[src/rtl/multicycle_ctrl.sv]
// Multicycle MIPS control FSM: sequences the shared datapath per instruction,
// handshakes with instruction/data memory and traps stuck memory or bad opcodes.
module multicycle_ctrl #(
  parameter int unsigned MEM_TIMEOUT = 255
) (
  input  logic       clk,
  input  logic       rst,
  input  logic [5:0] Opcode,
  input  logic       i_ready,
  input  logic       d_ready,
  output logic       i_read,
  output logic       d_read,
  output logic       d_write,
  output logic       IRWrite,
  output logic       PCWrite,
  output logic       PCWriteCond,
  output logic       BranchNe,
  output logic [1:0] PCSource,
  output logic       ALUSrcA,
  output logic [1:0] ALUSrcB,
  output logic [1:0] ALUop,
  output logic       RegDst,
  output logic       MemtoReg,
  output logic       RegWrite,
  output logic       err,
  output logic [3:0] state
);

  localparam int unsigned WD_W = 8;

  localparam logic [3:0] S_FETCH  = 4'd0;
  localparam logic [3:0] S_DECODE = 4'd1;
  localparam logic [3:0] S_MEMADR = 4'd2;
  localparam logic [3:0] S_MEMRD  = 4'd3;
  localparam logic [3:0] S_MEMWB  = 4'd4;
  localparam logic [3:0] S_MEMWR  = 4'd5;
  localparam logic [3:0] S_EXEC   = 4'd6;
  localparam logic [3:0] S_RWB    = 4'd7;
  localparam logic [3:0] S_BRANCH = 4'd8;
  localparam logic [3:0] S_JUMP   = 4'd9;
  localparam logic [3:0] S_IEXEC  = 4'd10;
  localparam logic [3:0] S_IWB    = 4'd11;
  localparam logic [3:0] S_ERR    = 4'd15;

  localparam logic [5:0] OP_RTYPE = 6'b000000;
  localparam logic [5:0] OP_LW    = 6'b100011;
  localparam logic [5:0] OP_SW    = 6'b101011;
  localparam logic [5:0] OP_BEQ   = 6'b000100;
  localparam logic [5:0] OP_BNE   = 6'b000101;
  localparam logic [5:0] OP_ADDI  = 6'b001000;
  localparam logic [5:0] OP_ORI   = 6'b001101;
  localparam logic [5:0] OP_XORI  = 6'b001110;
  localparam logic [5:0] OP_J     = 6'b000010;

  localparam logic [WD_W-1:0] WD_LAST = WD_W'(MEM_TIMEOUT - 1);

  logic [3:0]      state_q, state_d;
  logic [WD_W-1:0] wd_q, wd_d;

  // State and watchdog registers
  always_ff @(posedge clk) begin
    if (rst) begin
      state_q <= S_FETCH;
      wd_q    <= '0;
    end else begin
      state_q <= state_d;
      wd_q    <= wd_d;
    end
  end

  // Next state; the watchdog counts only while a memory wait stays in place
  always_comb begin
    state_d = state_q;
    wd_d    = '0;
    case (state_q)
      S_FETCH: begin
        if (i_ready)               state_d = S_DECODE;
        else if (wd_q == WD_LAST)  state_d = S_ERR;
        else                       wd_d    = wd_q + WD_W'(1);
      end
      S_DECODE: begin
        case (Opcode)
          OP_LW, OP_SW:             state_d = S_MEMADR;
          OP_RTYPE:                 state_d = S_EXEC;
          OP_BEQ, OP_BNE:           state_d = S_BRANCH;
          OP_J:                     state_d = S_JUMP;
          OP_ADDI, OP_ORI, OP_XORI: state_d = S_IEXEC;
          default:                  state_d = S_ERR;
        endcase
      end
      S_MEMADR: begin
        if (Opcode == OP_LW)      state_d = S_MEMRD;
        else if (Opcode == OP_SW) state_d = S_MEMWR;
        else                      state_d = S_ERR;
      end
      S_MEMRD, S_MEMWR: begin
        if (d_ready)              state_d = (state_q == S_MEMRD) ? S_MEMWB : S_FETCH;
        else if (wd_q == WD_LAST) state_d = S_ERR;
        else                      wd_d    = wd_q + WD_W'(1);
      end
      S_MEMWB:  state_d = S_FETCH;
      S_EXEC:   state_d = S_RWB;
      S_RWB:    state_d = S_FETCH;
      S_BRANCH: state_d = S_FETCH;
      S_JUMP:   state_d = S_FETCH;
      S_IEXEC:  state_d = S_IWB;
      S_IWB:    state_d = S_FETCH;
      S_ERR:    state_d = S_ERR;
      default:  state_d = S_ERR;
    endcase
  end

  // Moore output decode; IRWrite/PCWrite in FETCH follow i_ready, everything is quiet during rst
  always_comb begin
    i_read      = 1'b0;
    d_read      = 1'b0;
    d_write     = 1'b0;
    IRWrite     = 1'b0;
    PCWrite     = 1'b0;
    PCWriteCond = 1'b0;
    BranchNe    = 1'b0;
    PCSource    = 2'b00;
    ALUSrcA     = 1'b0;
    ALUSrcB     = 2'b00;
    ALUop       = 2'b00;
    RegDst      = 1'b0;
    MemtoReg    = 1'b0;
    RegWrite    = 1'b0;
    err         = 1'b0;
    state       = 4'd0;
    if (!rst) begin
      state = state_q;
      case (state_q)
        S_FETCH: begin
          i_read  = 1'b1;
          ALUSrcB = 2'b01;
          IRWrite = i_ready;
          PCWrite = i_ready;
        end
        S_DECODE: ALUSrcB = 2'b11;
        S_MEMADR: begin
          ALUSrcA = 1'b1;
          ALUSrcB = 2'b10;
        end
        S_MEMRD: d_read  = 1'b1;
        S_MEMWR: d_write = 1'b1;
        S_MEMWB: begin
          MemtoReg = 1'b1;
          RegWrite = 1'b1;
        end
        S_EXEC: begin
          ALUSrcA = 1'b1;
          ALUop   = 2'b10;
        end
        S_RWB: begin
          RegDst   = 1'b1;
          RegWrite = 1'b1;
        end
        S_IEXEC: begin
          ALUSrcA = 1'b1;
          ALUSrcB = 2'b10;
          ALUop   = (Opcode == OP_ADDI) ? 2'b00 : 2'b11;
        end
        S_IWB: RegWrite = 1'b1;
        S_BRANCH: begin
          ALUSrcA     = 1'b1;
          ALUop       = 2'b01;
          PCWriteCond = 1'b1;
          PCSource    = 2'b01;
          BranchNe    = (Opcode == OP_BNE);
        end
        S_JUMP: begin
          PCWrite  = 1'b1;
          PCSource = 2'b10;
        end
        S_ERR:   err = 1'b1;
        default: err = 1'b1;
      endcase
    end
  end

endmodule

[config.mk]
export PLATFORM = sky130hd
export DESIGN_NAME = multicycle_ctrl
export DESIGN_NICKNAME = d
export VERILOG_FILES = /design/src/rtl/multicycle_ctrl.sv
export SDC_FILE = /design/constraint.sdc
export NUM_CORES = 1
export LEC_CHECK = 0
export CAP_MARGIN = 10
export CORE_ASPECT_RATIO = 1.4
export CORE_UTILIZATION = 48
export CTS_BUF_LIST = sky130_fd_sc_hd__clkbuf_4
export DETAILED_ROUTE_END_ITERATION = 6
export PLACE_DENSITY_LB_ADDON = 0.3
export REMOVE_ABC_BUFFERS = 1
export SLEW_MARGIN = 0
export SYNTH_ARGS = -nofsm -noshare
export SYNTH_HDL_FRONTEND = slang
export SYNTH_SLANG_ARGS = --single-unit
[constraint.sdc]
create_clock -name clk -period 2.7 [get_ports clk]
set_input_delay 0.81 -clock clk [delete_from_list [all_inputs] [get_ports clk]]
set_output_delay 0.81 -clock clk [all_outputs]
set_load 0.005 [all_outputs]
==> impl_results.md, run 1 <==
* HPWL after DPL at 2228 um
* Leading area contributor after synthesis: dfxtp_1
* IO Port Bufs at 31
* Slew of the pin with the lowest slew margin at 0.3417 ns
* Worst Clk Skew at 0.003197 ns
* Post-layout nets at 205
* Dominant combinational cell family by area after synthesis: simple AND/OR/NAND/NOR gates
* Startpoint of the worst setup timing path: rst
* Antenna violations before repair at 0
* Detail-routed via count per cell at 5.991
* Routability congestion estimate at 0.8148
* LEAKAGE at 0.6524 nW
* Pin count of the biggest net entering global routing at 17
* Data arrival, critical path at 1.87 ns
* Proportion of synthesized chip area in sequential cells at 22.64%
* Post-synthesis simple-gate area fraction at 42.81%
* Worst VDD drop at 0.0004793 V
* Syn-to-layout area delta at 50.94%
* Xor/xnor cell area share of the yosys netlist at 5.778%
* GRT met3 Usage at 4.050%
* Worst hold start: wd_q[0]
* Most used cell along the critical path: buf_6
* Number of H-tree levels at 1
* Total length of routed wires at 3106 um
* TritonCTS clock tree: yes
* Dominant cell by count in the synthesized netlist: nor2_1
* Number of DRC markers in iteration 0 at 27
* Die area at 0.002405 mm^2
* Number of global-route vias before repair at 1235
* Syn. warnings at 0
* Cells after synthesis at 145
* Top-Level Pins at 32
* Category of the worst setup path capture point: primary output
* Outcome: finished, final reports clean
* Share of the synthesized area in compound gates (AO/OA/AOI/OAI) at 18.04%
* Power density relative to cell area at 710.5 mW/mm^2
* Peak fanout along the critical path at 4
* Shortest clock period the worst path allows after layout at 2.678 ns
* Cell chosen for the clock root: clkbuf_4
* Width of the die at 41.74 um
* Period utilisation layout at 99.20%
* Die Ht at 57.63 um
* GR Util All Layers at 28.26%
* DRC violation count after routing at 0
* Latest clock arrival within the worst-skew pair at 0.27 ns
* Met2 track demand over resource at 50.22%
* Synthesized-area fraction occupied by adder cells at 2.358%
* Sequential cell area at 245.2 um^2
* Library cells used by synthesis at 46
* Count of standard-cell rows at 19
* Final number of setup-violating endpoints at 0
* Top cells by instance count after synthesis: 23 x nor2_1, 12 x dfxtp_1, 8 x buf_2, 8 x nand2_1, 7 x nor2b_1
* DR WL/cell at 14.58 um
* Hold WC Path Type: reg -> reg
* Largest buffer count on any clock path at 2
* Placed instance area at 0.001484 mm^2
* Global-route wire length before repair at 5368 um
* Unrepaired setup endpoints after global routing: true
* Post-route cell area at 0.001602 mm^2
* Reg2reg start: state_q[2]
* Critical path startpoint category: input pin
* TNS Setup at 0 ns
* Final count of hold timing violations at 0
* Antenna diode count at 0
* Area of the mapped netlist at 0.001061 mm^2
* Sum of overflow across all layers after global routing at 0
* Max Cap Viol at 0
* Post-synthesis async set-or-reset flop share at 0%
* Primary FF master, synth: dfxtp_1
* Multiplexer area fraction after synthesis at 0.9434%
* Share of Yosys cell area claimed by the top area cell type at 22.64%
* Peak Freq at 373.4 MHz
* Area taken by multi-input logic gates at 822.0 um^2
* DRT antenna net count at 0
* GR Util met1 at 31.25%
* TritonRoute pass-1 iters at 4
* Number of buffers inserted by hold repair at cts at 0
* Total design power at 1.138 mW
* Post-synthesis area per instance at 7.317 um^2
* Cells along the critical path: buf_6 -> or3_4 -> nor3_4 -> and2_4 -> buf_6 -> or2_2 -> clkbuf_2
* Final max-slew violation count at 0
* Ranking of synthesized cells by area: dfxtp_1 23%, nor2_1 8.1%, nor2b_1 4.1%
* TritonCTS Buffers at 3
* Busiest layer in global routing: met2
* Fraction of layout instances using a drive strength above 1 at 30.21%
* Clock edge transition at the registers on the reported setup and hold paths at 0.07 ns
* Starting Density at 52.51%
* Flops & latches, synth at 12
* Worst EP required at 1.89 ns
* Relative slew slack at 77.01%
* Number of clock sinks seen by CTS at 12
* Fillers at 144
* CORE AREA at 0.002021 mm^2
* Slowest cell on the critical path: or3_4
* Critical setup path kind: in -> out
* Via count at 1276
* Number of flops mapped to enable cells by yosys at 0
* Longest individual stage delay on the worst path at 0.39 ns
-- area by class of cell --
cell class                 count  area share (%)
inverter                       2          0.4687
clock inverter                 1          0.2344
timing repair buffer          56           29.61
multi-input combinational    118           51.33
sequential                    12           15.31
clock buffer                   3           1.406
tap                           21           1.641
-- critical path, delay by kind of cell --
family | cells | cell delay, ns
AND/OR/NAND/NOR | 4 | 0.78
buffers and inverters | 3 | 0.28
-- state kept, by name (all words and copies together) (netlist names) --
name,cells
wd_q,8
state_q,4
-- through the flow --
step                worst slack, ns  util, %  std cells  hold WS (ns)
floorplan                    0.2314        -        132        0.4528
global placement            -0.6109    73.44        205        0.4740
detailed placement          -0.6444    73.44        205        0.4900
CTS                        -0.09491    77.52        212        0.5071
global route               -0.03260    79.26        213        0.5271
finish                      0.02163    79.26        213        0.5073
-- path summary, 6_finish.rpt --
path / endpoint / slack, ns / depth (start not counted)
max reg2reg: wd_q[7] / 0.98 / 6
max: PCWrite / 0.02 / 7
min reg2reg: wd_q[0] / 0.51 / 1
min: wd_q[0] / 0.51 / 1
-- power by group --
group | internal, mW | total (mW) | switching [mW] | leakage, nW
Clock | 0.0535 | 0.111 | 0.0575 | 0.0154
Combinational | 0.368 | 0.714 | 0.347 | 0.538
Sequential | 0.217 | 0.313 | 0.0957 | 0.0985
-- layout by cell type (no fill, tap or decap), types with 2 or more instances in the layout --
cell type and count:
a21o_1 2, a21oi_1 5, a31oi_1 6, and3_1 2, and4_1 3, and4bb_2 2
buf_2 3, buf_4 23, buf_6 3, clkbuf_4 3, clkdlybuf4s15_1 2, clkdlybuf4s50_1 11
dfxtp_1 10, dlygate4sd2_1 12, ha_1 2, nand2_1 7, nand2b_1 5, nand3_1 3
nor2_1 20, nor2_2 4, nor2b_1 7, nor3_1 5, nor3_2 2, nor3_4 2
nor4_1 2, o21ai_0 6, o31a_1 2, or3_4 2, xnor2_1 2, xor2_1 5
-- routing by layer --
layer	vias to the layer above	share of wire [%]
met4	0	3.4
li1	618	-
met2	49	54
met3	10	4.3
met1	599	38
met5	-	0
-- logic make-up (layout without fill, tap and decap cells) --
group,count (synthesis),in the layout
buffers and inverters,15,62
AOI/OAI and AO/OA,29,29
xor gates and xnor gates,7,7
DFF,12,12
muxes,1,1
and+or+nand+nor,79,79
adders and majority gates,2,2
-- repair_timing --
item,CTS,global route
cloned,0,0
resized for setup,49,12
buffers inserted,4,1
pin swaps,6,3
setup endpoints to repair,22,7
Note: power is estimated with default switching activity, not from simulation.
==> run 2, diff against run 1 <==
--- a/config.mk
+++ b/config.mk
@@ -5,7 +5,7 @@
 export SDC_FILE = /design/constraint.sdc
 export NUM_CORES = 1
 export LEC_CHECK = 0
-export CAP_MARGIN = 10
+export CAP_MARGIN = 20
 export CORE_ASPECT_RATIO = 1.4
 export CORE_UTILIZATION = 48
 export CTS_BUF_LIST = sky130_fd_sc_hd__clkbuf_4
==> results of run 2 <==
The final DEF is identical to that of run 1; final timing and power are the same.
